`config.mk`:
```
export PLATFORM = sky130hd
export DESIGN_NAME = iterative_divider
export DESIGN_NICKNAME = d
export VERILOG_FILES = /design/src/rtl/iterative_divider_pkg.sv /design/src/rtl/iterative_divider_div_step.sv /design/src/rtl/iterative_divider.sv
export SDC_FILE = /design/constraint.sdc
export NUM_CORES = 1
export LEC_CHECK = 0
export CAP_MARGIN = 20
export CORE_MARGIN = 2
export CORE_UTILIZATION = 60
export CTS_CLUSTER_SIZE = 30
export DETAILED_ROUTE_END_ITERATION = 10
export GPL_TIMING_DRIVEN = 1
export PLACE_DENSITY_LB_ADDON = 0.1
export SLEW_MARGIN = 20
export SYNTH_ARGS = -nofsm -noshare
export SYNTH_HDL_FRONTEND = slang
export SYNTH_SLANG_ARGS = --single-unit
```
`constraint.sdc`:
```
create_clock -name clock -period 8.6 [get_ports clock]
set_clock_uncertainty 0.2 [all_clocks]
set_input_delay 0.86 -clock clock [delete_from_list [all_inputs] [get_ports clock]]
set_output_delay 0.86 -clock clock [all_outputs]
set_load 0.005 [all_outputs]
```
`src/rtl/iterative_divider_pkg.sv`:
```
// -----------------------------------------------------------------------------
// iterative_divider_pkg
// Shared encodings for the RV32M multi-cycle divide unit.
//   DIV_OP_*   : 2-bit function select, equal to funct3[1:0]
//   DIV_IDLE/DIV_RUN/DIV_DONE : controller state encodings
//   op_is_rem / op_is_signed : small decode helpers for the op field
// -----------------------------------------------------------------------------
package iterative_divider_pkg;

    localparam logic [1:0] DIV_OP_DIV  = 2'b00;
    localparam logic [1:0] DIV_OP_DIVU = 2'b01;
    localparam logic [1:0] DIV_OP_REM  = 2'b10;
    localparam logic [1:0] DIV_OP_REMU = 2'b11;

    typedef enum logic [1:0] {
        DIV_IDLE = 2'd0,
        DIV_RUN  = 2'd1,
        DIV_DONE = 2'd2
    } div_state_t;

    // REM / REMU return the remainder, DIV / DIVU the quotient.
    function automatic logic op_is_rem(input logic [1:0] op);
        return (op == DIV_OP_REM) || (op == DIV_OP_REMU);
    endfunction

    // DIV / REM treat operands as two's-complement.
    function automatic logic op_is_signed(input logic [1:0] op);
        return (op == DIV_OP_DIV) || (op == DIV_OP_REM);
    endfunction

endpackage

```
`src/rtl/iterative_divider_div_step.sv`:
```
// -----------------------------------------------------------------------------
// iterative_divider_div_step
// One combinational restoring-division step.
//   rem_in       : current partial remainder (always < divisor, fits WIDTH bits)
//   dividend_bit : next dividend bit shifted in at the LSB
//   divisor      : divisor magnitude
//   rem_out      : partial remainder after the step
//   q_bit        : resolved quotient bit
// -----------------------------------------------------------------------------
module iterative_divider_div_step #(
    parameter int WIDTH = 32
) (
    input  logic [WIDTH-1:0] rem_in,
    input  logic             dividend_bit,
    input  logic [WIDTH-1:0] divisor,
    output logic [WIDTH-1:0] rem_out,
    output logic             q_bit
);

    logic [WIDTH:0] shifted;
    logic [WIDTH:0] trial;

    // Trial subtraction is one bit wider so the borrow lands in trial[WIDTH].
    assign shifted = {rem_in, dividend_bit};
    assign trial   = shifted - {1'b0, divisor};

    // Both the kept difference and the restored value are below the divisor,
    // so dropping the top bit loses nothing.
    always_comb begin
        if (!trial[WIDTH]) begin
            rem_out = trial[WIDTH-1:0];
            q_bit   = 1'b1;
        end else begin
            rem_out = shifted[WIDTH-1:0];
            q_bit   = 1'b0;
        end
    end

endmodule

```
`src/rtl/iterative_divider.sv`:
```
// -----------------------------------------------------------------------------
// iterative_divider
// Multi-cycle RV32M divider (DIV, DIVU, REM, REMU), restoring shift-subtract,
// one quotient bit per clock.
//   clock      : system clock, rising edge
//   reset_n    : asynchronous active-low reset
//   start      : request pulse, accepted when not busy (IDLE or DONE)
//   operation  : funct3[1:0] - 00 DIV, 01 DIVU, 10 REM, 11 REMU
//   operand_a  : dividend, sampled on the accepting edge
//   operand_b  : divisor, sampled on the accepting edge
//   busy       : high while iterating (RUN)
//   done       : one-cycle pulse, result valid in that cycle
//   result     : quotient or remainder, held until the next accepted start
// Optional build macro ITERATIVE_DIVIDER_EARLY_OUT_EN: when |a| < |b| the
// answer is known at accept and RUN is skipped. Results are identical either
// way, only latency changes.
// -----------------------------------------------------------------------------
module iterative_divider
    import iterative_divider_pkg::*;
#(
    parameter int WIDTH = 32
) (
    input  logic             clock,
    input  logic             reset_n,
    input  logic             start,
    input  logic [1:0]       operation,
    input  logic [WIDTH-1:0] operand_a,
    input  logic [WIDTH-1:0] operand_b,
    output logic             busy,
    output logic             done,
    output logic [WIDTH-1:0] result
);

    localparam int               CNT_W   = $clog2(WIDTH + 1);
    localparam logic [WIDTH-1:0] MIN_NEG = {1'b1, {(WIDTH-1){1'b0}}};

    div_state_t       state_reg;
    logic [CNT_W-1:0] counter_reg;
    logic [WIDTH-1:0] rem_reg;
    logic [WIDTH-1:0] dividend_reg;   // dividend bits shift out the top, quotient bits fill the bottom
    logic [WIDTH-1:0] divisor_reg;
    logic             op_rem_reg;
    logic             q_neg_reg;
    logic             r_neg_reg;
    logic             busy_reg;
    logic             done_reg;
    logic [WIDTH-1:0] result_reg;

    // Accept-time decode of the incoming request.
    logic             in_rem;
    logic             in_signed;
    logic             a_neg;
    logic             b_neg;
    logic [WIDTH-1:0] a_mag;
    logic [WIDTH-1:0] b_mag;
    logic             div_zero;
    logic             overflow;
    logic             early_out;

    always_comb begin
        in_rem    = op_is_rem(operation);
        in_signed = op_is_signed(operation);
        a_neg     = in_signed & operand_a[WIDTH-1];
        b_neg     = in_signed & operand_b[WIDTH-1];
        a_mag     = a_neg ? (WIDTH'(0) - operand_a) : operand_a;
        b_mag     = b_neg ? (WIDTH'(0) - operand_b) : operand_b;
        div_zero  = (operand_b == '0);
        overflow  = in_signed && (operand_a == MIN_NEG) && (&operand_b);
`ifdef ITERATIVE_DIVIDER_EARLY_OUT_EN
        early_out = (a_mag < b_mag);
`else
        early_out = 1'b0;
`endif
    end

    // RUN datapath: one restoring step per edge.
    logic [WIDTH-1:0] step_rem;
    logic             step_q;

    iterative_divider_div_step #(
        .WIDTH (WIDTH)
    ) u_div_step (
        .rem_in       (rem_reg),
        .dividend_bit (dividend_reg[WIDTH-1]),
        .divisor      (divisor_reg),
        .rem_out      (step_rem),
        .q_bit        (step_q)
    );

    // Final values as they would stand after the current step; only
    // registered on the last RUN edge.
    logic [WIDTH-1:0] q_full;
    logic [WIDTH-1:0] q_final;
    logic [WIDTH-1:0] r_final;

    always_comb begin
        q_full  = {dividend_reg[WIDTH-2:0], step_q};
        q_final = q_neg_reg ? (WIDTH'(0) - q_full)   : q_full;
        r_final = r_neg_reg ? (WIDTH'(0) - step_rem) : step_rem;
    end

    always_ff @(posedge clock or negedge reset_n) begin
        if (!reset_n) begin
            state_reg    <= DIV_IDLE;
            counter_reg  <= '0;
            rem_reg      <= '0;
            dividend_reg <= '0;
            divisor_reg  <= '0;
            op_rem_reg   <= 1'b0;
            q_neg_reg    <= 1'b0;
            r_neg_reg    <= 1'b0;
            busy_reg     <= 1'b0;
            done_reg     <= 1'b0;
            result_reg   <= '0;
        end else begin
            case (state_reg)
                DIV_IDLE, DIV_DONE: begin
                    if (start) begin
                        op_rem_reg   <= in_rem;
                        q_neg_reg    <= a_neg ^ b_neg;
                        r_neg_reg    <= a_neg;
                        dividend_reg <= a_mag;
                        divisor_reg  <= b_mag;
                        rem_reg      <= '0;
                        if (div_zero) begin
                            result_reg <= in_rem ? operand_a : '1;
                            state_reg  <= DIV_DONE;
                            busy_reg   <= 1'b0;
                            done_reg   <= 1'b1;
                        end else if (overflow) begin
                            result_reg <= in_rem ? '0 : operand_a;
                            state_reg  <= DIV_DONE;
                            busy_reg   <= 1'b0;
                            done_reg   <= 1'b1;
                        end else if (early_out) begin
                            // Quotient is zero and the dividend is already the remainder.
                            result_reg <= in_rem ? operand_a : '0;
                            state_reg  <= DIV_DONE;
                            busy_reg   <= 1'b0;
                            done_reg   <= 1'b1;
                        end else begin
                            counter_reg <= CNT_W'(WIDTH);
                            state_reg   <= DIV_RUN;
                            busy_reg    <= 1'b1;
                            done_reg    <= 1'b0;
                        end
                    end else begin
                        state_reg <= DIV_IDLE;
                        busy_reg  <= 1'b0;
                        done_reg  <= 1'b0;
                    end
                end

                DIV_RUN: begin
                    rem_reg      <= step_rem;
                    dividend_reg <= q_full;
                    counter_reg  <= counter_reg - CNT_W'(1);
                    if (counter_reg == CNT_W'(1)) begin
                        result_reg <= op_rem_reg ? r_final : q_final;
                        state_reg  <= DIV_DONE;
                        busy_reg   <= 1'b0;
                        done_reg   <= 1'b1;
                    end
                end

                default: begin
                    state_reg <= DIV_IDLE;
                    busy_reg  <= 1'b0;
                    done_reg  <= 1'b0;
                end
            endcase
        end
    end

    assign busy   = busy_reg;
    assign done   = done_reg;
    assign result = result_reg;

endmodule

```
# Word level (Yosys, flattened, before mapping)
# Cells that the tools add are included.
dict set report op_classes {
  n_addsub 6
  n_eq_ne 11
  muxes 37
  bitwise_logic 3
  reduce_logical 14
}
# operator count
set ops {}
lappend ops {{$mux 32} 14}
lappend ops {{$pmux 32 s2} 3}
lappend ops {{$sub 1x32->32 const A} 4}
lappend ops {{$sub 33x32->33} 1}
lappend ops {{$eq 32x32->1 const B} 1}
lappend ops {{$logic_not 32->1} 1}
lappend ops {{$reduce_and 32->1} 1}
lappend ops {{$mux 6} 3}
lappend ops {{$pmux 6 s2} 1}
lappend ops {{$mux 1} 9}
lappend ops {{$mux 2} 4}
lappend ops {{$ne 2x2->1 const B} 4}
lappend ops {{$reduce_and 4->1} 2}
lappend ops {{$eq 2x2->1 const B} 3}
lappend ops {{$eq 6x1->1 const B} 1}
lappend ops {{$sub 6x1->6 const B} 1}
lappend ops {{$logic_not 2->1} 2}
lappend ops {{$pmux 1 s2} 2}
lappend ops {{$pmux 2 s2} 1}
lappend ops {{$reduce_and 2->1} 2}
lappend ops {{$ne 3x3->1 const B} 1}
lappend ops {{$and 1x1->1} 2}
lappend ops {{$eq 2x1->1 const B} 1}
lappend ops {{$logic_and 1x1->1} 2}
lappend ops {{other kinds (4)} 5}
dict set report word_totals {
  reg_bits 141
  inputBits 69
  output_inout_bits 34
}

# Longest topological paths before layout
dict set report depth {
  ltp_word 8
  depth_mapped 23
  depth_no_buf 20
}

# Modules after synthesis
# A second synthesis with hierarchy kept.
dict set report unflattened {
  cells_unflattened 1320
  area_unflattened_um2 11198.2
}
# mod n_inst cells_per_inst area_each_um2 seq_area_each_um2
set modules_own_cells {}
lappend modules_own_cells {iterative_divider 1 1015 8839.7 3503.4}
lappend modules_own_cells {iterative_divider_div_step 1 305 2358.5 0.0}

# Worst setup path before layout
# Ideal clock, no wire load.
dict set report synth_path {
  kind {register -> register}
  start {register dividend_reg[31]}
  end {register result_reg[28] (netlist: result[28])}
  arrival_time_ns 4.412
  required_ns 8.274
  setup_slack_ns 3.862
  stages_incl_launch_ff 23
  period_less_slack_ns 4.738
  cell_sequence {dfrtp_1 -> inv_1 -> ha_1 -> inv_1 -> fa_1 -> a211oi_1 -> o211ai_1 -> o211ai_2 -> a2111oi_4 -> nor3_2 -> nor2_4 -> inv_2 -> buf_2 -> buf_2 -> buf_2 -> nor2_1 -> a21oi_1 -> ha_1 -> o21ai_1 -> nor3_2 -> nand2_1 -> o2111a_1 -> o32a_1}
}
dict set report synth_between {
  elab_chain_len 7
  word_cells_on_any_way 10
}
# item line_no
set synth_lines {}
lappend synth_lines {{from (decl)} iterative_divider.sv:40} ;# logic [WIDTH-1:0] dividend_reg;
lappend synth_lines {{from (signal assigned)} iterative_divider.sv:122} ;# dividend_reg <= a_mag;
lappend synth_lines {{from (signal assigned)} iterative_divider.sv:156} ;# dividend_reg <= q_full;
lappend synth_lines {{$sub 33x32->33} iterative_divider_div_step.sv:25} ;# assign trial = shifted - {1'b0, divisor};
lappend synth_lines {{$mux 1 or $mux 32 (tied branches)} iterative_divider_div_step.sv:30} ;# if (!trial[WIDTH]) begin
lappend synth_lines {{$sub 1x32->32, on equally long branches} {iterative_divider.sv:98, iterative_divider.sv:99}}
lappend synth_lines {{$mux 32, on equally long branches} {iterative_divider.sv:98, iterative_divider.sv:99}}
lappend synth_lines {{$mux 32 (*)} iterative_divider.sv:159} ;# result_reg <= op_rem_reg ? r_final : q_final;
lappend synth_lines {{$mux 32 (*)} iterative_divider.sv:158} ;# if (counter_reg == CNT_W'(1)) begin
lappend synth_lines {{$pmux 32 s2 (*)} iterative_divider.sv:116} ;# case (state_reg)
lappend synth_lines {{to (signal assigned)} iterative_divider.sv:126} ;# result_reg <= in_rem ? operand_a : '1;
lappend synth_lines {{to (signal assigned)} iterative_divider.sv:131} ;# result_reg <= in_rem ? '0 : operand_a;
lappend synth_lines {{to (signal assigned)} iterative_divider.sv:159}
lappend synth_lines {{to (decl)} iterative_divider.sv:47} ;# logic [WIDTH-1:0] result_reg;
# Mark *: on every way between the ends. The rest lies on a longest branch, timed or not. The select of a mux whose other input is x is not followed.
# A chain may end at the register's enable or synchronous reset.

# Worst setup path after layout
# Ends and elaborated chain as after synthesis.

==> key figures <==
Outcome
  • Status: finished clean

Floorplanning
  • Core Footprint: 18600 µm²
  • Die Span X: 141 µm
  • Row count: 50
  • Die area: 20000 µm²
  • Initial Util: 60.9%
  • IO Pins: between 100 and 150
  • Vert. Die Dim: 141 µm

Cells and area
  • Area growth syn-to-layout: 14.7%
  • Final std cells w/o fill: 1713
  • Design area: 13000 µm²
  • ANT cells: 0
  • Final nets: 1575
  • Share of cells above drive strength 1: 5.68%

Drt
  • DRC: 0
  • TritonRoute pass-1 iters: 7
  • DRT antenna net count: 0
  • Drt wl/cell: 21.1 µm
  • Starting DRT DRC Count: 1258
  • Vias: 11500
  • Final WL: about 36000 µm
  • Via density: 6.72

Clock tree
  • CTS Buf Count: 17
  • Clk slew on worst S/H paths: 70 ps
  • PostCTS Resize Cnt: 0
  • Clk_lat worst skew: 440 ps
  • CTS Sinks: 140
  • CTS tree: yes
  • Cts hold-fix bufs: 0
  • Clk root buf: clkbuf_16
  • Number of H-tree levels: 4
  • Postcts setup bufs: 0
  • Longest Clk Path Bufs: 2

Synthesis
  • Seq/Total Area, Yosys: 30.9%
  • Yosys cell types: 89
  • Synth area leaders: dfrtp_1, o21ai_0, xnor2_1
  • Post-Syn Area per Cell: 8.01 µm²
  • Post-synth ARST share: 100%
  • Ys Warns: 0
  • #FFs+latches synth: 140
  • Post-Syn Nets: approximately 1500
  • Most common cell in the synthesized netlist: o21ai_0
  • Synth Flop Type: dfrtp_1
  • Number of synthesized flops with an enable pin: 0
  • Post-Syn Area: 11300 µm²
  • Post-synth top cells: o21ai_0, nand2_1, dfrtp_1, a21oi_1, nor2_1
  • Cell accounting for the most synthesized area: dfrtp_1
  • Share of the synthesized area in the top cell type: 30.9%
  • Post-Syn Instances: 1414

Critical path
  • Kind of critical path: reg -> reg
  • CP Capture Type: flop
  • Crit start category: flop
  • Critical path arrival: 6330 ps
  • CP Data Required Time: 8730 ps
  • R2r endpoint: result[28]$_DFFE_PN0P_
  • Worst r2r path cells: 18
  • Worst-path maximum fanout: 43
  • R2r setup slk: 2390 ps
  • R2r startpoint: dividend_reg[31]$_DFFE_PN0P_

Placement
  • Cells after DPL: 1681
  • GP Congestion: 0.941
  • Number of port buffers: 102
  • Total placed instance area: about 12000 µm²
  • DP HPWL: 26100 µm

Timing
  • Slew margin rel.: 20.9%
  • Fmax: 161 MHz
  • Worst-margin pin slew: 1180 ps
  • RSZ-0062 raised after global routing: false
  • Final setup vio count: 0
  • Final Cycle Share: 72.2%
  • Hold Vio Cnt, Final: 0
  • Tmin final: 6210 ps
  • Setup TNS: 0 ps
  • Pins Over Slew Limit: 0

Global routing
  • Number of global-route vias before repair: between 10000 and 15000
  • Total track usage: 36.2%
  • Grt ovf: 0
  • Initial antenna violation count: 0
  • Global-route wire length before repair: 57200 µm
  • Largest net degree at the start of global routing: 96

Min path
  • Hold EP: result[11]$_DFFE_PN0P_
  • Hold Path Cell Cnt: 2
  • Min-delay src: result[11]$_DFFE_PN0P_
  • Hold Path Class: reg -> reg

Run
  • Max Cap Violations: 0
==> cell families (layout without fill, tap and decap cells) <==
family,Yosys count,after routing,synth area share (%)
AOI/OAI and AO/OA,517,517,28.7
and+or+nand+nor,424,424,18.3
DFF,140,140,30.9
xor gates and xnor gates,134,134,10.4
buffers and inverters,134,199,4.91
adders and majority gates,40,40,4.49
muxes,25,25,2.27
==> worst max path at each step <==
stage               slack (ps)                      to                          from
global placement          2780  result[28]$_DFFE_PN0P_  dividend_reg[31]$_DFFE_PN0P_
global route              1910  result[28]$_DFFE_PN0P_  dividend_reg[31]$_DFFE_PN0P_
CTS                       2550  result[28]$_DFFE_PN0P_  dividend_reg[31]$_DFFE_PN0P_
detailed placement        2590  result[28]$_DFFE_PN0P_  dividend_reg[31]$_DFFE_PN0P_
floorplan                 3860  result[28]$_DFFE_PN0P_  dividend_reg[31]$_DFFE_PN0P_
finish                    2390  result[28]$_DFFE_PN0P_  dividend_reg[31]$_DFFE_PN0P_
==> critical path, cell delays in order, from the launching register on <==
cell	delay, ps
dfrtp_1	410
inv_1	70
ha_1	150
inv_1	50
fa_1	420
a211oi_1	430
o211ai_1	160
o211ai_2	160
a2111oi_4	140
nor3_2	840
nor2_4	330
inv_2	670
mux2i_1	370
ha_1	250
o21ai_1	240
nor3_2	450
nand2_1	150
o2111a_1	270
o32a_1	320
==> routing by layer <==
layer | wire length [µm] | GRT usage (%)
met2 | 16800 | 58.0
met4 | 929 | 11.1
met3 | 3300 | 6.75
met5 | 0 | 0
met1 | 15000 | 50.1
==> per-stage QoR <==
step | hold WS, ps | setup WS (ps) | util (%)
floorplan | 250 | 3860 | -
global placement | 259 | 2780 | 66.6
finish | 271 | 2390 | 69.9
global route | 311 | 1910 | 69.9
detailed placement | 264 | 2590 | 66.6
CTS | 278 | 2550 | 69.9
==> layout by cell type (no fill, tap or decap), drive strengths merged, types with 13 or more instances in the layout <==
cell type	count
o31ai	33
nor3	40
xor2	61
nor4	18
ha	39
xnor2	73
o211ai	13
nor2	89
clkdlybuf4s50	101
dfrtp	140
nand2	151
a21oi	121
inv	61
nand2b	15
nand4	22
o21ai	188
a22oi	34
or3	14
mux2i	20
clkbuf	17
a31oi	18
==> area by class of cell <==
class                   count  area [µm²]
repair buffers            112        1100
fillers                  1569        5600
multi-input cells        1140        7280
clock inverters            15         178
flip-flops and latches    140        3500
clock buffers              17         425
well taps                 234         293
inverters                  55         208
Power is not shown: default switching activity piles up to over one toggle a cycle in this logic, so the estimate is an artifact.
